$ cat config.mk
export PLATFORM = sky130hd
export DESIGN_NAME = seven_seg_scanner
export DESIGN_NICKNAME = d
export VERILOG_FILES = /design/src/rtl/seven_seg_scanner.sv
export SDC_FILE = /design/constraint.sdc
export NUM_CORES = 1
export LEC_CHECK = 0
export ABC_AREA = 1
export CAP_MARGIN = 10
export CORE_AREA = 8 8 90 92
export DETAILED_ROUTE_END_ITERATION = 10
export DIE_AREA = 0 0 98 100
export PLACE_DENSITY_LB_ADDON = 0.15
export SETUP_SLACK_MARGIN = 0.02
export SYNTH_ARGS = -nofsm -noshare
export SYNTH_HDL_FRONTEND = slang
export SYNTH_SLANG_ARGS = --single-unit
$ cat constraint.sdc
create_clock -name clk -period 1.8 [get_ports clk]
set_input_delay 0.54 -clock clk [delete_from_list [all_inputs] [get_ports clk]]
set_output_delay 0.54 -clock clk [all_outputs]
set_load 0.02 [all_outputs]
$ cat src/rtl/seven_seg_scanner.sv
// seven_seg_scanner
//   Time-multiplexed driver for a 4-digit common-anode seven-segment display
//   (MM.SS layout). Scans the four BCD digits one at a time. In adjust mode
//   the selected field (minutes or seconds) blinks at a parameterised rate.
//   All outputs are registered and active-low.
//
// Parameters
//   REFRESH_DIV : clk cycles each digit is held (>= 2)
//   BLINK_DIV   : clk cycles per blink-phase toggle (>= 2)
//
// Ports
//   clk       in   system clock
//   reset_n   in   asynchronous active-low reset
//   min_tens  in   [3:0] minutes tens digit (BCD)
//   min_ones  in   [3:0] minutes ones digit (BCD)
//   sec_tens  in   [3:0] seconds tens digit (BCD)
//   sec_ones  in   [3:0] seconds ones digit (BCD)
//   adj       in   adjust mode, enables blinking of the selected field
//   sel       in   field select: 0 = minutes (digits 3:2), 1 = seconds (1:0)
//   an        out  [3:0] digit anodes, active-low (an[0] = sec_ones)
//   seg       out  [6:0] segments {g,f,e,d,c,b,a}, active-low
//   dp        out  decimal point, active-low, lit on digit 2 only
module seven_seg_scanner #(
  parameter int REFRESH_DIV = 100000,
  parameter int BLINK_DIV   = 25000000
) (
  input  logic       clk,
  input  logic       reset_n,
  input  logic [3:0] min_tens,
  input  logic [3:0] min_ones,
  input  logic [3:0] sec_tens,
  input  logic [3:0] sec_ones,
  input  logic       adj,
  input  logic       sel,
  output logic [3:0] an,
  output logic [6:0] seg,
  output logic       dp
);

  localparam int REF_W = (REFRESH_DIV > 1) ? $clog2(REFRESH_DIV) : 1;
  localparam int BLK_W = (BLINK_DIV > 1) ? $clog2(BLINK_DIV) : 1;

  localparam logic [REF_W-1:0] REF_LAST = REF_W'(REFRESH_DIV - 1);
  localparam logic [BLK_W-1:0] BLK_LAST = BLK_W'(BLINK_DIV - 1);

  localparam logic [6:0] SEG_0    = 7'b1000000;
  localparam logic [6:0] SEG_1    = 7'b1111001;
  localparam logic [6:0] SEG_2    = 7'b0100100;
  localparam logic [6:0] SEG_3    = 7'b0110000;
  localparam logic [6:0] SEG_4    = 7'b0011001;
  localparam logic [6:0] SEG_5    = 7'b0010010;
  localparam logic [6:0] SEG_6    = 7'b0000010;
  localparam logic [6:0] SEG_7    = 7'b1111000;
  localparam logic [6:0] SEG_8    = 7'b0000000;
  localparam logic [6:0] SEG_9    = 7'b0010000;
  localparam logic [6:0] SEG_DASH = 7'b0111111;
  localparam logic [6:0] SEG_OFF  = 7'b1111111;

  logic [REF_W-1:0] refresh_cnt;
  logic             tick;
  logic [BLK_W-1:0] blink_cnt;
  logic             phase;
  logic [1:0]       idx;
  logic [1:0]       idx_next;
  logic             in_field;
  logic             blank;
  logic [3:0]       digit;
  logic [6:0]       seg_dec;
  logic [3:0]       an_next;
  logic [6:0]       seg_next;
  logic             dp_next;

  // Refresh timer: one tick per digit slot.
  assign tick = (refresh_cnt == REF_LAST);

  always_ff @(posedge clk or negedge reset_n) begin
    if (!reset_n) begin
      refresh_cnt <= '0;
    end else if (tick) begin
      refresh_cnt <= '0;
    end else begin
      refresh_cnt <= refresh_cnt + 1'b1;
    end
  end

  // Blink timer only runs in adjust mode, so every adjust session starts
  // with the field visible for a full BLINK_DIV period.
  always_ff @(posedge clk or negedge reset_n) begin
    if (!reset_n) begin
      blink_cnt <= '0;
      phase     <= 1'b0;
    end else if (!adj) begin
      blink_cnt <= '0;
      phase     <= 1'b0;
    end else if (blink_cnt == BLK_LAST) begin
      blink_cnt <= '0;
      phase     <= ~phase;
    end else begin
      blink_cnt <= blink_cnt + 1'b1;
    end
  end

  // idx resets to 3 so the first load after reset lands on digit 0.
  always_ff @(posedge clk or negedge reset_n) begin
    if (!reset_n) begin
      idx <= 2'd3;
    end else if (tick) begin
      idx <= idx_next;
    end
  end

  assign idx_next = idx + 2'd1;

  // Minutes live on digits 3:2 (idx_next[1] = 1), seconds on 1:0.
  // Blanking looks at the registered phase, i.e. its value before the edge.
  assign in_field = sel ? ~idx_next[1] : idx_next[1];
  assign blank    = adj & phase & in_field;

  always_comb begin
    digit = sec_ones;
    case (idx_next)
      2'd0: digit = sec_ones;
      2'd1: digit = sec_tens;
      2'd2: digit = min_ones;
      2'd3: digit = min_tens;
      default: digit = sec_ones;
    endcase
  end

  always_comb begin
    seg_dec = SEG_DASH;
    case (digit)
      4'd0: seg_dec = SEG_0;
      4'd1: seg_dec = SEG_1;
      4'd2: seg_dec = SEG_2;
      4'd3: seg_dec = SEG_3;
      4'd4: seg_dec = SEG_4;
      4'd5: seg_dec = SEG_5;
      4'd6: seg_dec = SEG_6;
      4'd7: seg_dec = SEG_7;
      4'd8: seg_dec = SEG_8;
      4'd9: seg_dec = SEG_9;
      default: seg_dec = SEG_DASH;
    endcase
  end

  always_comb begin
    an_next  = 4'b1111;
    seg_next = SEG_OFF;
    dp_next  = 1'b1;
    if (!blank) begin
      case (idx_next)
        2'd0: an_next = 4'b1110;
        2'd1: an_next = 4'b1101;
        2'd2: an_next = 4'b1011;
        2'd3: an_next = 4'b0111;
        default: an_next = 4'b1111;
      endcase
      seg_next = seg_dec;
      dp_next  = (idx_next == 2'd2) ? 1'b0 : 1'b1;
    end
  end

  // Outputs only change on a load edge, so nothing glitches between slots.
  always_ff @(posedge clk or negedge reset_n) begin
    if (!reset_n) begin
      an  <= 4'b1111;
      seg <= SEG_OFF;
      dp  <= 1'b1;
    end else if (tick) begin
      an  <= an_next;
      seg <= seg_next;
      dp  <= dp_next;
    end
  end

endmodule

==> out/metrics.cfg <==
[worst_setup_path]
crit_fanout=4
startpoint=idx[0]$_DFFE_PN1N_
path_class=reg -> reg
cp.required_ns=2.05
start_kind=register
r2r-start=idx[0]$_DFFE_PN1N_
crit_arrival_ns=2.12
worstSetupEndpointType=register

[yosys]
synth_area_mm2=0.00338
synth.net_count=490
synth_largest_area_cell=dfrtp_1
ys_async_sr_fraction=1.00
synth-edff-count=0
ys_top_cells_by_count=nand2_1 (106), nor2_1 (85), inv_1 (62)
ys.flop_type=dfrtp_1
ys_seq_elements=56
ys_warn_count=0
synthMostInstantiatedCell=nand2_1
synth_area_leaders=dfrtp_1 (32%), nand2_1 (12%), dfstp_2 (10%)
yosysTopAreaCellShare=0.319
synth-seq-area-share=0.420
synth_cells=461
synth_cell_type_count=33
syn_avg_cell_area_um2=7.33

[cts]
cts_sinks=56
cts_buffers=5
cts-root-buf=clkbuf_8
clk_pin_slew_ns=0.10
clk_path_buf_depth=2
clock_latency_ns=0.31
cts_max_level=2
cts_tree=yes

[timing]
fin_skew_ns=0.00526
finalSetupTns_ns=-0.0683
relSlewSlack=0.720
slew_viol_final=0
fin_crit_ns=1.87
worst_slack_ns=-0.0683
finalCritPeriodShare=1.04
rsz0062_at_grt=true
setup_viol=1
worst_pin_slew_ns=0.420
timing.hold.ws_ns=0.204
max_clock_freq_mhz=535
hold_viol=0

[pwr]
max-vdd-ir-drop_uv=339
leakagePower_nw=1.89
powerDensity_mw_per_mm2=512

[finish]
multi_input_area_mm2=0.00189
area_growth_pct=27.1
fin_nets=550
diodes=0
seqCellArea_mm2=0.00142
fill_cells=578
drive_above_1_share=0.236

[place]
place.gp.congestion=0.879
hpwl_um=5700
io_buffers=31
place_ws_ns=-0.233

[floorplanning]
fp.dieH_um=100
num_rows=30
die-area_mm2=0.00980
coreArea_mm2=0.00664
die_w_um=98
initial_utilization=0.508
io_pins=32

[status]
violations=setup timing
outcome=complete, but fails checks

[grt]
grt_pass1_wl_um=12900
antenna_found_initial=0
first_global_vias=2933
overflow=0
grt_max_degree=57
grt_use_total=0.160

[detailed_routing]
drtIter0Drc=137
wirelength_um=7880
vias=3060
drcViolationCount=0
viasPerCell=5.08
wl_per_cell_um=13.1
first_pass_iters=4
drt.antenna.violating_nets=0

[run]
cap_violations=0

[min_path]
hold_class=in -> async

path summary, 6_finish.rpt:
check / end / slack, ns / cells past startpoint
max in group asynchronous: seg[4]$_DFFE_PN1N_ / 1.30 / 2
worst max register to register: seg[3]$_DFFE_PN1N_ / -0.07 / 11
worst min register to register: refresh_cnt[0]$_DFF_PN0_ / 0.46 / 1
worst min-delay path: refresh_cnt[0]$_DFF_PN0_ / 0.20 / 2
worst max-delay path: seg[3]$_DFFE_PN1N_ / -0.07 / 11
min in group clk: refresh_cnt[0]$_DFF_PN0_ / 0.46 / 1
through the flow:
step                       util  std cells  area (um^2)  power (mW)
after floorplan               -        461         3380        1.36
after global placement    0.590        589         3920        1.45
after detailed placement  0.590        589         3920        1.46
after CTS                 0.620        599         4120        2.20
after global routing      0.646        602         4290        2.29
final                     0.646        602         4290        2.20
sequential cells by signal, indices dropped and copies added (netlist names):
signal,count
seg,7
phase,1
refresh_cnt,17
idx,2
dp,1
blink_cnt,25
an,3
where the power goes:
group	switching, mW	total (mW)	internal (mW)
logic	0.105	0.194	0.0886
clock network	0.419	0.733	0.314
registers	0.00535	1.27	1.27
total	0.530	2.20	1.67
cell usage in the layout, fill, tap and decap left out, drive strengths merged, types with 3 or more instances in the layout:
master	count
inv	70
dfstp	13
nor2	97
nor3	25
a21oi	16
ha	9
xor2	12
o21bai	4
nand2	115
clkbuf	7
nor4	3
clkdlybuf4s50	18
dfrtp	43
dlygate4sd2	10
o21ai	11
nand4	8
nand3	25
buf	27
kinds of logic after synthesis:
logic type                 after synthesis  share of synthesized area
adders and majority gates                9                     0.0333
DFF                                     56                      0.420
xor gates and xnor gates                13                     0.0337
AOI/OAI and AO/OA                       31                     0.0511
and+or+nand+nor                        278                      0.372
buffers and inverters                   74                     0.0900
repair_timing:
action | in CTS | in global routing
resized for setup | 38 | 37
hold buffers | 0 | 0
pin swaps | 9 | 9
cloned | 0 | 0
setup buffers | 2 | 3
endpoints found under the setup margin | 19 | 11
routing by layer:
metal / up-vias / wire [um] / global-route usage
met5: - / 0 / 0
met4: 0 / 109 / 0.0564
met3: 9 / 323 / 0.0325
met2: 56 / 3710 / 0.265
met1: 1435 / 3740 / 0.202
li1: 1560 / - / -
critical path: stages (launching register included):
cell,delay (ns)
dfstp_2,0.55
inv_2,0.07
ha_4,0.18
nand2_1,0.10
nand2_4,0.07
o21bai_4,0.20
ha_4,0.23
inv_1,0.06
nand2_1,0.06
nand2_1,0.09
nand2_1,0.07
a21oi_1,0.13
cell type report:
| cell class | count | area share |
|---|---|---|
| Clock buffer | 7 | 0.0201 |
| Clock inverter | 1 | 0.00175 |
| Inverter | 70 | 0.0635 |
| Multi-Input combinational cell | 331 | 0.439 |
| Sequential cell | 56 | 0.330 |
| Tap cell | 80 | 0.0233 |
| Timing Repair Buffer | 57 | 0.122 |
Note: power is estimated with default switching activity, not from simulation.
